===== config.mk =====
export PLATFORM = sky130hd
export DESIGN_NAME = uart_rx_flat
export DESIGN_NICKNAME = d
export VERILOG_FILES = /design/src/rtl/uart_pkg.sv /design/src/rtl/uart_rx_if.sv /design/src/rtl/uart_sync2.sv /design/src/rtl/uart_rx.sv /design/src/flat_wrapper.sv
export SDC_FILE = /design/constraint.sdc
export NUM_CORES = 1
export LEC_CHECK = 0
export CORE_MARGIN = 2
export CORE_UTILIZATION = 59
export DETAILED_ROUTE_END_ITERATION = 8
export GPL_ROUTABILITY_DRIVEN = 1
export HOLD_SLACK_MARGIN = 0.15
export PLACE_DENSITY = 0.93
export SLEW_MARGIN = 0
export SYNTH_ARGS = -nofsm -noshare
export SYNTH_HDL_FRONTEND = slang
export SYNTH_SLANG_ARGS = --single-unit

===== constraint.sdc =====
create_clock -name clk_i -period 2.7 [get_ports clk_i]
set_input_delay 0.27 -clock clk_i [delete_from_list [all_inputs] [get_ports clk_i]]
set_output_delay 0.27 -clock clk_i [all_outputs]
set_load 0.1 [all_outputs]

===== src/rtl/uart_pkg.sv =====
// Shared UART definitions: receive-side state encoding and the
// frame-format defaults used by both the receive and transmit paths.
package uart_pkg;

    localparam int UART_CLKS_PER_BIT = 16;
    localparam int UART_DATA_BITS    = 8;

    typedef enum logic [2:0] {
        RX_IDLE,
        RX_START,
        RX_DATA,
        RX_STOP,
        RX_BREAK
    } rx_state_e;

    // Width of an index/counter that must hold 0 .. n-1 (at least 1 bit).
    function automatic int idx_width(input int n);
        return (n > 1) ? $clog2(n) : 1;
    endfunction

endpackage


===== src/rtl/uart_rx_if.sv =====
// Receiver result bundle: received word, its valid pulse, the framing
// error pulse and the busy flag. master = receiver, slave = consumer.
interface uart_rx_if
    import uart_pkg::*;
#(
    parameter int DATA_BITS = UART_DATA_BITS
);

    logic [DATA_BITS-1:0] data_o;
    logic                 data_valid_o;
    logic                 framing_err_o;
    logic                 busy_o;

    modport master (
        output data_o,
        output data_valid_o,
        output framing_err_o,
        output busy_o
    );

    modport slave (
        input data_o,
        input data_valid_o,
        input framing_err_o,
        input busy_o
    );

endinterface


===== src/rtl/uart_sync2.sv =====
// Two-flop synchronizer for a single asynchronous input.
// Ports: clk_i, reset_i (sync, active-high), d_i (async), q_o (synced).
module uart_sync2 #(
    parameter logic RESET_VAL = 1'b1
) (
    input  logic clk_i,
    input  logic reset_i,
    input  logic d_i,
    output logic q_o
);

    logic meta_q;
    logic sync_q;

    always_ff @(posedge clk_i) begin
        if (reset_i) begin
            meta_q <= RESET_VAL;
            sync_q <= RESET_VAL;
        end else begin
            meta_q <= d_i;
            sync_q <= meta_q;
        end
    end

    assign q_o = sync_q;

endmodule


===== src/rtl/uart_rx.sv =====
// UART receiver: 8N1-style framing, mid-bit sampling, LSB first.
// Ports: clk_i, reset_i (sync, active-high), rx_i (async serial line),
// bus (uart_rx_if.master: data_o, data_valid_o, framing_err_o, busy_o).
module uart_rx
    import uart_pkg::*;
#(
    parameter int CLKS_PER_BIT = UART_CLKS_PER_BIT,
    parameter int DATA_BITS    = UART_DATA_BITS
) (
    input  logic      clk_i,
    input  logic      reset_i,
    input  logic      rx_i,
    uart_rx_if.master bus
);

    localparam int CW = idx_width(CLKS_PER_BIT);
    localparam int IW = idx_width(DATA_BITS);

    localparam logic [CW-1:0] CNT_LAST = CW'(CLKS_PER_BIT - 1);
    localparam logic [CW-1:0] CNT_MID  = CW'(CLKS_PER_BIT / 2 - 1);
    localparam logic [IW-1:0] IDX_LAST = IW'(DATA_BITS - 1);

    rx_state_e            state_q;
    logic [CW-1:0]        cnt_q;
    logic [IW-1:0]        idx_q;
    logic [DATA_BITS-1:0] shreg_q;
    logic [DATA_BITS-1:0] data_q;
    logic                 valid_q;
    logic                 ferr_q;
    logic [1:0]           fill_q;
    logic                 armed_q;
    logic                 rx_s;

    uart_sync2 #(
        .RESET_VAL (1'b1)
    ) u_sync (
        .clk_i   (clk_i),
        .reset_i (reset_i),
        .d_i     (rx_i),
        .q_o     (rx_s)
    );

    // The synchronizer resets high, so its output only reflects the real
    // line once both flops have been refilled (fill_q[1]). The receiver
    // arms only after it has then seen the line high, so a line that is
    // already low when reset is released does not look like a start bit.
    always_ff @(posedge clk_i) begin
        if (reset_i) begin
            state_q <= RX_IDLE;
            cnt_q   <= '0;
            idx_q   <= '0;
            shreg_q <= '0;
            data_q  <= '0;
            valid_q <= 1'b0;
            ferr_q  <= 1'b0;
            fill_q  <= 2'b00;
            armed_q <= 1'b0;
        end else begin
            valid_q <= 1'b0;
            ferr_q  <= 1'b0;
            fill_q  <= {fill_q[0], 1'b1};
            if (fill_q[1] && rx_s) begin
                armed_q <= 1'b1;
            end

            unique case (state_q)
                RX_IDLE: begin
                    cnt_q <= '0;
                    idx_q <= '0;
                    if (armed_q && !rx_s) begin
                        state_q <= RX_START;
                    end
                end

                RX_START: begin
                    if (cnt_q == CNT_MID) begin
                        cnt_q <= '0;
                        if (rx_s) begin
                            state_q <= RX_IDLE;
                        end else begin
                            state_q <= RX_DATA;
                        end
                    end else begin
                        cnt_q <= cnt_q + 1'b1;
                    end
                end

                RX_DATA: begin
                    if (cnt_q == CNT_LAST) begin
                        cnt_q   <= '0;
                        shreg_q <= {rx_s, shreg_q[DATA_BITS-1:1]};
                        idx_q   <= idx_q + 1'b1;
                        if (idx_q == IDX_LAST) begin
                            state_q <= RX_STOP;
                        end
                    end else begin
                        cnt_q <= cnt_q + 1'b1;
                    end
                end

                RX_STOP: begin
                    if (cnt_q == CNT_LAST) begin
                        cnt_q <= '0;
                        if (rx_s) begin
                            data_q  <= shreg_q;
                            valid_q <= 1'b1;
                            state_q <= RX_IDLE;
                        end else begin
                            ferr_q  <= 1'b1;
                            state_q <= RX_BREAK;
                        end
                    end else begin
                        cnt_q <= cnt_q + 1'b1;
                    end
                end

                RX_BREAK: begin
                    cnt_q <= '0;
                    if (rx_s) begin
                        state_q <= RX_IDLE;
                    end
                end

                default: begin
                    state_q <= RX_IDLE;
                    cnt_q   <= '0;
                end
            endcase
        end
    end

    assign bus.data_o        = data_q;
    assign bus.data_valid_o  = valid_q;
    assign bus.framing_err_o = ferr_q;
    assign bus.busy_o        = (state_q != RX_IDLE);

endmodule


===== src/flat_wrapper.sv =====
// flat-port wrapper written by rule: the top's interface ports become plain ports
module uart_rx_flat import uart_pkg::*;
#(
    parameter int CLKS_PER_BIT = UART_CLKS_PER_BIT,
    parameter int DATA_BITS    = UART_DATA_BITS
)
  (clk_i, reset_i, rx_i, bus_data_o, bus_data_valid_o, bus_framing_err_o, bus_busy_o);
  uart_rx_if #(.DATA_BITS(DATA_BITS)) bus_i ();
  input  logic clk_i;
  input  logic reset_i;
  input  logic rx_i;
  output wire logic [$bits(bus_i.data_o)-1:0] bus_data_o;
  output wire logic [$bits(bus_i.data_valid_o)-1:0] bus_data_valid_o;
  output wire logic [$bits(bus_i.framing_err_o)-1:0] bus_framing_err_o;
  output wire logic [$bits(bus_i.busy_o)-1:0] bus_busy_o;
  assign bus_data_o = bus_i.data_o;
  assign bus_data_valid_o = bus_i.data_valid_o;
  assign bus_framing_err_o = bus_i.framing_err_o;
  assign bus_busy_o = bus_i.busy_o;
  uart_rx #(.CLKS_PER_BIT(CLKS_PER_BIT), .DATA_BITS(DATA_BITS)) u_core (.clk_i(clk_i), .reset_i(reset_i), .rx_i(rx_i), .bus(bus_i));
endmodule

* Yosys cells after proc, flatten, opt, wreduce, memory -nomap -nowiden
Index checks and enable logic that the tools add are counted.
Cells by class: add/sub/neg operators 2, multiply operators 0, divide/modulo/power cells 0, $lt $le $gt $ge 0, eq/ne operators 13, shift-type cells 0, multiplexer cells 17, bitwise operators 2, reduce and logical (&&, ||, !) cells 12
Operators with widths (count):
- 3-bit two-way mux | 8
- 3-bit case mux with 5 select lines | 1
- 2-bit by 1-bit != test with 1-bit output (second input constant) | 5
- 4-bit two-way mux | 2
- 4-bit case mux with 2 select lines | 1
- 3-bit by 2-bit == test with 1-bit output (second input constant) | 2
- 3-bit == test (second input constant) | 2
- 3-bit case mux with 2 select lines | 1
- 6-bit AND reduction | 1
- 4-bit by 1-bit adder with 4-bit output (second input constant) | 1
- 4-bit by 3-bit == test with 1-bit output (second input constant) | 1
- 4-bit == test (second input constant) | 1
- 2-bit AND reduction | 2
- 3-bit by 1-bit adder with 3-bit output (second input constant) | 1
- 3-bit by 1-bit == test with 1-bit output (second input constant) | 1
- 3-bit zero test | 1
- 1-bit two-way mux | 3
- 3-bit AND reduction | 1
- 3-bit nonzero test | 1
- 3-bit OR reduction | 1
- 1-bit logical AND | 2
- 2-bit two-way mux | 1
- 2-bit != test (second input constant) | 1
- 1-bit NOT | 2
- other kinds (3) | 3
Word-level totals: register bits after elaboration 33, latch bits 0, RAM bits 0, memory bits (read-only) 0, input port bits 3, output and inout port bits 11, word-level logic and storage cells 58, memories kept 0

* Depth between registers and ports, before layout
Gate-level depths: netlist of the first run.
depth in word-level cells 4, gate-level depth with buffers 6, depth with buffers taken out 5

* Cells and area by module
A second synthesis of the first run with hierarchy kept.
Unflattened totals: cell total of the unflattened synthesis 151, area total of the unflattened synthesis 1330.0 um2
Modules (own cells, without submodules):
- uart_rx | times used 1, cells an instance 147, area each 1277.5 um2, sequential area each 620.6 um2
- uart_sync2 | times used 1, cells an instance 4, area each 52.6 um2, sequential area each 40.0 um2

* Least setup slack after synthesis of the first run
OpenSTA, ideal clock, no wires.
kind reg2reg, from register u_core.state_q[0], to register u_core.idx_q[1], setup time 0.071 ns, arrival time 1.712 ns, required time 2.629 ns, path slack 0.917 ns, stages on the path, launching flop included 5, path buffers 1, period minus slack after synthesis 1.783 ns, path through dfxtp_1 clkbuf_1 or3_1 o211ai_1 a21oi_1
Between the ends: longest elaborated chain between the ends 3, elaborated cells between the ends (all ways) 6, classes of those cells eq/ne (2); mux (1); reduce/logical (3)
Ends and longest elaborated chain:
- start, declared | line uart_rx.sv:23 | rx_state_e state_q;
- start signal, assigned | line uart_rx.sv:49 | state_q <= RX_IDLE;
- start signal, assigned | line uart_rx.sv:71 | state_q <= RX_START;
- start signal, assigned | line uart_rx.sv:79 | state_q <= RX_IDLE;
- 3-bit by 2-bit == test with 1-bit output / 3-bit zero test (equally long branches) | line uart_rx.sv:66 | unique case (state_q)
- 2-bit by 1-bit != test with 1-bit output (no source line) / 2-bit nonzero test (equally long branches)
- 2-bit AND reduction (no source line)
- end signal, assigned | line uart_rx.sv:92 | idx_q <= idx_q + 1'b1;
- end, declared | line uart_rx.sv:25 | logic [IW-1:0] idx_q;
Parallel ways exist; a longest one is shown, timed or not. A chain may end at the register's enable or synchronous reset.

* Worst setup path after layout of the first run
from register u_core.state_q[1], to output port bus_busy_o
Between the ends: longest elaborated chain between the ends 1
Ends and longest elaborated chain:
- 3-bit nonzero test | line uart_rx.sv:135 | assign bus.busy_o = (state_q != RX_IDLE);
- end, declared | line flat_wrapper.sv:15 | output wire logic [$bits(bus_i.busy_o)-1:0] bus_busy_o;
Every way passes these cells.

==> results of run 1 <==
[layout by cell type (no fill, tap or decap)]
cell / n
clkdlybuf4s50_1: 2
nor2b_1: 5
and4b_1: 1
o22ai_1: 1
xnor2_1: 1
nor2_1: 6
and3_1: 2
clkbuf_8: 1
a21boi_0: 1
nand2_1: 4
mux2i_1: 2
o211ai_1: 4
o311ai_0: 1
a2111oi_2: 1
dfxtp_1: 33
nor3b_1: 1
or2_2: 3
nor4b_1: 2
or3_1: 10
inv_1: 11
o21a_1: 1
a21oi_1: 22
a211oi_1: 1
o41ai_1: 1
ha_1: 3
nand4b_4: 1
clkbuf_4: 5
clkbuf_1: 1
a32o_1: 1
a211o_1: 1
nand2b_1: 1
buf_4: 12
o21ai_0: 19
nand3_1: 13
[layout make-up]
cell class	instances	area, sq um	share of cell area [%]
Clock buffer	7	55.1	3.49
Multi-Input combinational cell	109	674	42.8
Timing Repair Buffer	14	110	6.98
Inverter	11	41.3	2.62
Sequential cell	33	661	41.9
Tap cell	28	35.0	2.22
[worst reg2reg max path, stage by stage (launching register included)]
cell	delay, ns
dfxtp_1	0.38
ha_1	0.33
nand4b_4	0.34
or3_1	0.45
a21oi_1	0.18
[state kept, by name, indices dropped and copies added, names as in the netlist]
signal	count
u_core.shreg_q	8
u_core.armed_q	1
u_core.cnt_q	4
u_core.u_sync.meta_q	1
u_core.bus.data_o	8
u_core.u_sync.q_o	1
u_core.fill_q	2
u_core.state_q	3
u_core.bus.framing_err_o	1
u_core.bus.data_valid_o	1
u_core.idx_q	3
[logic make-up (layout without fill, tap and decap cells)]
kind of cell	after synthesis	count (layout)	share of synthesized area, %
compound gates	54	54	21.7
xor+xnor	1	1	0.603
fa+ha+maj	3	3	2.58
buf+inv	26	32	8.18
flops	33	33	45.4
mux	2	2	1.38
simple gates	49	49	20.1
[power breakdown]
group	switching [mW]	total, mW	internal, mW
logic	0.0551	0.0822	0.0271
clock network	0.150	0.272	0.123
registers	0.0161	0.513	0.496
total	0.221	0.867	0.646
[worst max path at each step]
| stage | from | end | slack (ns) |
|---|---|---|---|
| finish | u_core.state_q[1]$_SDFFE_PP0P_ | bus_busy_o | 0.90 |
| CTS | u_core.state_q[1]$_SDFFE_PP0P_ | bus_busy_o | 0.89 |
| floorplan | u_core.state_q[0]$_SDFFE_PP0P_ | u_core.idx_q[1]$_SDFFE_PP0P_ | 0.92 |
| global route | u_core.state_q[1]$_SDFFE_PP0P_ | u_core.bus.data_o[4]$_SDFFE_PP0P_ | 0.75 |
| detailed placement | u_core.state_q[1]$_SDFFE_PP0P_ | u_core.bus.data_o[0]$_SDFFE_PP0P_ | 1.0 |
| global placement | u_core.cnt_q[0]$_SDFF_PP0_ | u_core.idx_q[0]$_SDFFE_PP0P_ | 1.03 |
[metal layers]
layer | wire (um) | global-route usage (%) | up-vias
met5 | 0 | 0 | -
met3 | 108 | 6.94 | 9
met4 | 90 | 17.1 | 0
met2 | 1240 | 35.8 | 33
li1 | - | - | 602
met1 | 1260 | 27.0 | 568
==> reports/qor.csv, run 1 <==
metric,value,unit
hold_ws,0.417,ns
rsz0062_at_grt,false,
dieArea,0.00288,sq mm
postLayoutCellArea,0.00158,sq mm
whs_endpoint,u_core.u_sync.q_o$_SDFF_PP1_,
end_kind,primary output,
initial_core_util,63.9,%
async_flop_share,0,%
viasPerCell,6.00,
grt_pass1_wl,4.65,mm
start_kind,flip-flop,
hold_viol_final,0,
n_fill_cell,176,
finish.utilization,69.3,%
clk_pin_slew_worst_paths,0.09,ns
track_usage,23.1,%
drive_above_1_share,13.2,%
ys_seq_area_share,45.4,%
diodes,0,
cp.arrival,1.53,ns
synth_edf_count,0,
worst-path-stages,2,
dp.cells,195,
cp.required,2.43,ns
cts_hold_buf,0,
holdCritPathClass,flip-flop to flip-flop,
vdd_drop_max,0.430,mV
synthesis.area,0.00145,sq mm
grt_overflow,0,
tightest_slew,0.692,ns
powerDensity,550,mW/mm^2
ys.warnings.count,0,
r2r_end,u_core.bus.data_o[0]$_SDFFE_PP0P_,
numPortBuffers,13,
syn_nets,174,
synth_most_common_cell,dfxtp_1,
cts-buffers-inserted,5,
setup_viol,0,
cp_slowest_cell,or3_1,
fin_cells,202,
core,0.00228,sq mm
cp_num_buf_inv,1,
root_buffer,clkbuf_4,
cts_sinks,33,
yosysTopAreaCell,dfxtp_1,
fin_skew,0.00374,ns
grt_max_degree,29,
fp.dieH,53.6,um
cap_violations,0,
ff2ff_path_depth,4,
max_freq,0.555,GHz
clock_latency,0.32,ns
antenna_found_initial,0,
path_delay_family,simple AND/OR/NAND/NOR gates,
p_total,0.867,mW
r2r_slack,0.92,ns
dr.pass1.iters,4,
synthFlopType,dfxtp_1,
cts_max_path_buffers,2,
syn_inst,168,
io_pins,14,
path_cells,or3_1 -> buf_4,
drc,0,
place_area,0.00152,sq mm
cts_tree,yes,
outcome,completed,
routed_wl,2.70,mm
post-route-period-util,66.7,%
max_stage_delay,0.48,ns
post-dp-hpwl,1.87,mm
pre_cts_slack,0.999,ns
finalWorstSetupSlack,0.898,ns
synth_common_cells,"dfxtp_1 (33), a21oi_1 (22), o21ai_0 (19)",
hold_path_depth,1,
leakagePower,0.598,nW
path_max_fanout,16,
htreeDepth,2,
die_w,53.6,um
cts_setup_buffers,0,
min_period,1.80,ns
rows,17,
crit_type,flip-flop to primary output,
gp_congestion,0.904,
max_slew_margin,53.8,%
post_cts_resized,0,
num_vias,1212,
drtIter0Drc,29,
hold_start,u_core.u_sync.meta_q$_SDFF_PP1_,
synth-seq-cells,33,
ys_types,34,
drv_slew,0,
yosys.area.top_type_share,45.4,%
syn_to_final_growth,8.43,%
routedWlPerCell,13.4,um
finalSetupTns,0,ns
grt_pass1_vias,1079,
rr_startpoint,u_core.cnt_q[0]$_SDFF_PP0_,
nets,180,
ant_nets,0,
ys_top_cells_by_area,"dfxtp_1 (45%), a21oi_1 (7.6%), o21ai_0 (6.5%), nand3_1 (4.5%), or3_1 (4.3%)",
syn_area_per_cell,8.65,sq um
(Power assumes the default switching activity.)
==> inputs of run 2 (changes only) <==
--- a/config.mk
+++ b/config.mk
@@ -6,11 +6,11 @@
 export NUM_CORES = 1
 export LEC_CHECK = 0
 export CORE_MARGIN = 2
-export CORE_UTILIZATION = 59
+export CORE_UTILIZATION = 55
 export DETAILED_ROUTE_END_ITERATION = 8
 export GPL_ROUTABILITY_DRIVEN = 1
 export HOLD_SLACK_MARGIN = 0.15
-export PLACE_DENSITY = 0.93
+export PLACE_DENSITY = 0.88
 export SLEW_MARGIN = 0
 export SYNTH_ARGS = -nofsm -noshare
 export SYNTH_HDL_FRONTEND = slang
==> constraint.sdc (replaced) <==
create_clock -name clk_i -period 1.8 [get_ports clk_i]
set_input_delay 0.18 -clock clk_i [delete_from_list [all_inputs] [get_ports clk_i]]
set_output_delay 0.18 -clock clk_i [all_outputs]
set_load 0.1 [all_outputs]
==> reports/qor.csv, run 2 (same netlist as run 1, synthesis figures left out) <==
metric,value,unit
outcome,completed,
grt_max_degree,29,
gp_congestion,0.902,
min_period,1.69,ns
grt_pass1_wl,4.86,mm
end_kind,primary output,
ant_nets,0,
io_pins,14,
cp.arrival,1.51,ns
drc,0,
hold_viol_final,0,
post-dp-hpwl,1.88,mm
initial_core_util,58.2,%
num_vias,1227,
cts_setup_buffers,0,
htreeDepth,2,
drtIter0Drc,27,
cts_max_path_buffers,2,
n_fill_cell,202,
fp.dieH,55.4,um
post-route-period-util,94.1,%
path_max_fanout,16,
cp_num_buf_inv,1,
leakagePower,0.621,nW
vdd_drop_max,0.657,mV
max_stage_delay,0.51,ns
grt_overflow,0,
finalSetupTns,0,ns
antenna_found_initial,0,
max_slew_margin,68.2,%
cts_tree,yes,
powerDensity,795,mW/mm^2
core,0.00250,sq mm
max_freq,0.590,GHz
syn_to_final_growth,11.6,%
root_buffer,clkbuf_4,
hold_ws,0.413,ns
path_delay_family,simple AND/OR/NAND/NOR gates,
layout.cells.most_common,dfxtp_1,
rsz0062_at_grt,false,
cp.required,1.62,ns
rows,18,
clock_latency,0.33,ns
crit_type,flip-flop to primary output,
routed_wl,2.75,mm
cts_hold_buf,0,
path_cells,or3_1 -> buf_12,
final_cell_mix,"dfxtp_1 (33), a21oi_1 (22), o21ai_0 (19), buf_4 (16), nand3_1 (13)",
dieArea,0.00307,sq mm
start_kind,flip-flop,
drive_above_1_share,15.0,%
cts-buffers-inserted,5,
nets,185,
diodes,0,
drv_slew,0,
die_w,55.4,um
holdCritPathClass,primary input to flip-flop,
routedWlPerCell,13.1,um
numPortBuffers,13,
clk_pin_slew_worst_paths,0.09,ns
dr.pass1.iters,4,
p_total,1.29,mW
grt_pass1_vias,1139,
tightest_slew,0.475,ns
post_cts_resized,0,
cp_slowest_cell,or3_1,
fin_skew,0.00703,ns
viasPerCell,5.84,
track_usage,19.7,%
cts_sinks,33,
setup_viol,0,
cap_violations,0,
==> run 2: changes by cell type in the layout (fill, tap and decap cells not counted), sizes merged <==
| cell | change |
|---|---|
| buf | +5 |
| clkbuf | +1 |
==> run 2: metrics by stage <==
| stage | setup WS (ns) | util [%] | area [sq um] | std cells |
|---|---|---|---|---|
| 2_1_floorplan | 0.0168 | - | 1450 | 168 |
| 3_3_place_gp | 0.301 | 63.0 | 1570 | 202 |
| 3_5_place_dp | 0.192 | 63.0 | 1570 | 202 |
| 4_1_cts | 0.119 | 64.9 | 1620 | 210 |
| 5_1_grt | 0.0640 | 64.9 | 1620 | 210 |
| 6_report | 0.106 | 64.9 | 1620 | 210 |
==> run 2: cell type report <==
class / instances / area, sq um / area share (%)
Tap cell: 30 / 37.5 / 2.31
Sequential cell: 33 / 661 / 40.7
Timing Repair Buffer: 19 / 160 / 9.87
Clock buffer: 8 / 48.8 / 3.01
Inverter: 11 / 41.3 / 2.54
Multi-Input combinational cell: 109 / 674 / 41.6
==> run 2: power by group <==
| part | total, mW | internal (mW) | switching [mW] | leakage, nW |
|---|---|---|---|---|
| Combinational | 0.141 | 0.0549 | 0.0864 | 0.327 |
| Clock | 0.382 | 0.156 | 0.227 | 0.0265 |
| Sequential | 0.767 | 0.745 | 0.0226 | 0.267 |
==> run 2: metal layers <==
metal / part of all wire, % / vias up / routed length (um) / GRT usage [%]
li1: - / 620 / - / -
met1: 47 / 578 / 1300 / 24.3
met2: 47 / 24 / 1300 / 31.1
met3: 3.6 / 5 / 99 / 5.85
met4: 2.0 / 0 / 54 / 10.1
met5: 0 / - / 0 / 0
==> run 2: worst paths after layout <==
check                                                startpoint                         endpoint  slack (ns)  cells past startpoint
worst max-delay path             u_core.state_q[1]$_SDFFE_PP0P_                       bus_busy_o        0.11                      2
worst min register to register  u_core.u_sync.meta_q$_SDFF_PP1_     u_core.u_sync.q_o$_SDFF_PP1_        0.42                      1
worst min-delay path                                       rx_i  u_core.u_sync.meta_q$_SDFF_PP1_        0.41                      2
worst max register to register     u_core.idx_q[0]$_SDFFE_PP0P_   u_core.state_q[0]$_SDFFE_PP0P_        0.15                      5
==> run 2: worst register-to-register path, cell delays in order (launching register included) <==
cell and delay, ns:
dfxtp_1 0.34, ha_1 0.21, ha_1 0.21, o21a_1 0.18
a2111oi_2 0.45, o21ai_0 0.16
==> inputs of run 3 (changes only) <==
--- a/config.mk
+++ b/config.mk
@@ -7,6 +7,7 @@
 export LEC_CHECK = 0
 export CORE_MARGIN = 2
 export CORE_UTILIZATION = 55
+export CTS_BUF_LIST = sky130_fd_sc_hd__clkbuf_16
 export DETAILED_ROUTE_END_ITERATION = 8
 export GPL_ROUTABILITY_DRIVEN = 1
 export HOLD_SLACK_MARGIN = 0.15
==> reports/qor.csv, run 3 (same netlist as run 1, synthesis figures left out) <==
metric,value,unit
antenna_found_initial,0,
dp.cells,202,
cts-buffers-inserted,5,
fin_skew,0.00266,ns
diodes,0,
crit_type,flip-flop to primary output,
cp.arrival,1.46,ns
powerDensity,984,mW/mm^2
tightest_slew,0.465,ns
pre_cts_slack,0.192,ns
gp_congestion,0.902,
max_freq,0.611,GHz
numPortBuffers,13,
drc,0,
htreeDepth,2,
cap_violations,0,
grt_pass1_wl,4.96,mm
io_pins,14,
path_delay_family,simple AND/OR/NAND/NOR gates,
cts_setup_buffers,0,
post-dp-hpwl,1.88,mm
leakagePower,0.672,nW
initial_core_util,58.2,%
min_period,1.64,ns
drtIter0Drc,27,
clock_latency,0.28,ns
track_usage,21.0,%
cts_hold_buf,0,
dieArea,0.00307,sq mm
drive_above_1_share,15.0,%
grt_max_degree,29,
clk_pin_slew_worst_paths,0.05,ns
fin_cells,210,
drv_slew,0,
finalSetupTns,0,ns
cts_tree,yes,
rsz0062_at_grt,false,
cp_slowest_cell,or3_1,
finish.utilization,68.4,%
grt_pass1_vias,1148,
nets,185,
ant_nets,0,
finalWorstSetupSlack,0.163,ns
p_total,1.68,mW
vdd_drop_max,0.958,mV
routed_wl,2.82,mm
setup_viol,0,
grt_overflow,0,
fp.dieH,55.4,um
post_cts_resized,0,
core,0.00250,sq mm
final_cell_mix,"dfxtp_1 (33), a21oi_1 (22), o21ai_0 (19), buf_4 (16), inv_1 (14)",
end_kind,primary output,
root_buffer,clkbuf_16,
rows,18,
layout.cells.most_common,dfxtp_1,
cp_num_buf_inv,1,
path_cells,or3_1 -> buf_12,
max_stage_delay,0.52,ns
post-route-period-util,90.9,%
cts_sinks,33,
cts_max_path_buffers,2,
syn_to_final_growth,17.6,%
outcome,completed,
holdCritPathClass,flip-flop to flip-flop,
num_vias,1227,
cp.required,1.62,ns
dr.pass1.iters,4,
die_w,55.4,um
path_max_fanout,16,
viasPerCell,5.84,
routedWlPerCell,13.4,um
start_kind,flip-flop,
hold_viol_final,0,
max_slew_margin,68.9,%
## run 3: cell count changes in the layout (fill, tap and decap cells not counted)
cell | before | now
inv_1 | 11 | 14
clkbuf_16 | 0 | 5
clkbuf_1 | 3 | 0
clkbuf_4 | 5 | 0
## run 3: layout make-up
type,count,area [sq um]
flip-flops and latches,33,661
repair buffers,19,160
clock inverters,3,11.3
fillers,196,790
inverters,11,41.3
well taps,30,37.5
clock buffers,5,125
multi-input cells,109,674
## run 3: routing by layer
metal / vias to the layer above / track usage (%) / part of all wire (%)
met4: 0 / 14.3 / 2.7
met3: 8 / 8.67 / 5.0
met5: - / 0 / 0
li1: 620 / - / -
met1: 573 / 24.9 / 46
met2: 26 / 30.6 / 46
## run 3: stage by stage
| stage | hold slack [ns] | area, sq um |
|---|---|---|
| floorplan | 0.284 | 1450 |
| global placement | 0.391 | 1570 |
| detailed placement | 0.401 | 1570 |
| CTS | 0.412 | 1710 |
| global route | 0.426 | 1710 |
| finish | 0.410 | 1710 |
## run 3: path summary, 6_finish.rpt
| path | depth (start not counted) | slack (ns) | end | from |
|---|---|---|---|---|
| worst max-delay path | 2 | 0.16 | bus_busy_o | u_core.state_q[1]$_SDFFE_PP0P_ |
| worst min-delay path | 1 | 0.41 | u_core.u_sync.q_o$_SDFF_PP1_ | u_core.u_sync.meta_q$_SDFF_PP1_ |
| worst max register to register | 3 | 0.19 | u_core.idx_q[0]$_SDFFE_PP0P_ | u_core.cnt_q[3]$_SDFF_PP0_ |
| worst min register to register | 1 | 0.41 | u_core.u_sync.q_o$_SDFF_PP1_ | u_core.u_sync.meta_q$_SDFF_PP1_ |
## run 3: power by group
part | switching [mW] | internal (mW) | total (mW)
Combinational | 0.0853 | 0.0549 | 0.140
Clock | 0.278 | 0.495 | 0.773
Sequential | 0.0229 | 0.748 | 0.770
Total | 0.386 | 1.30 | 1.68
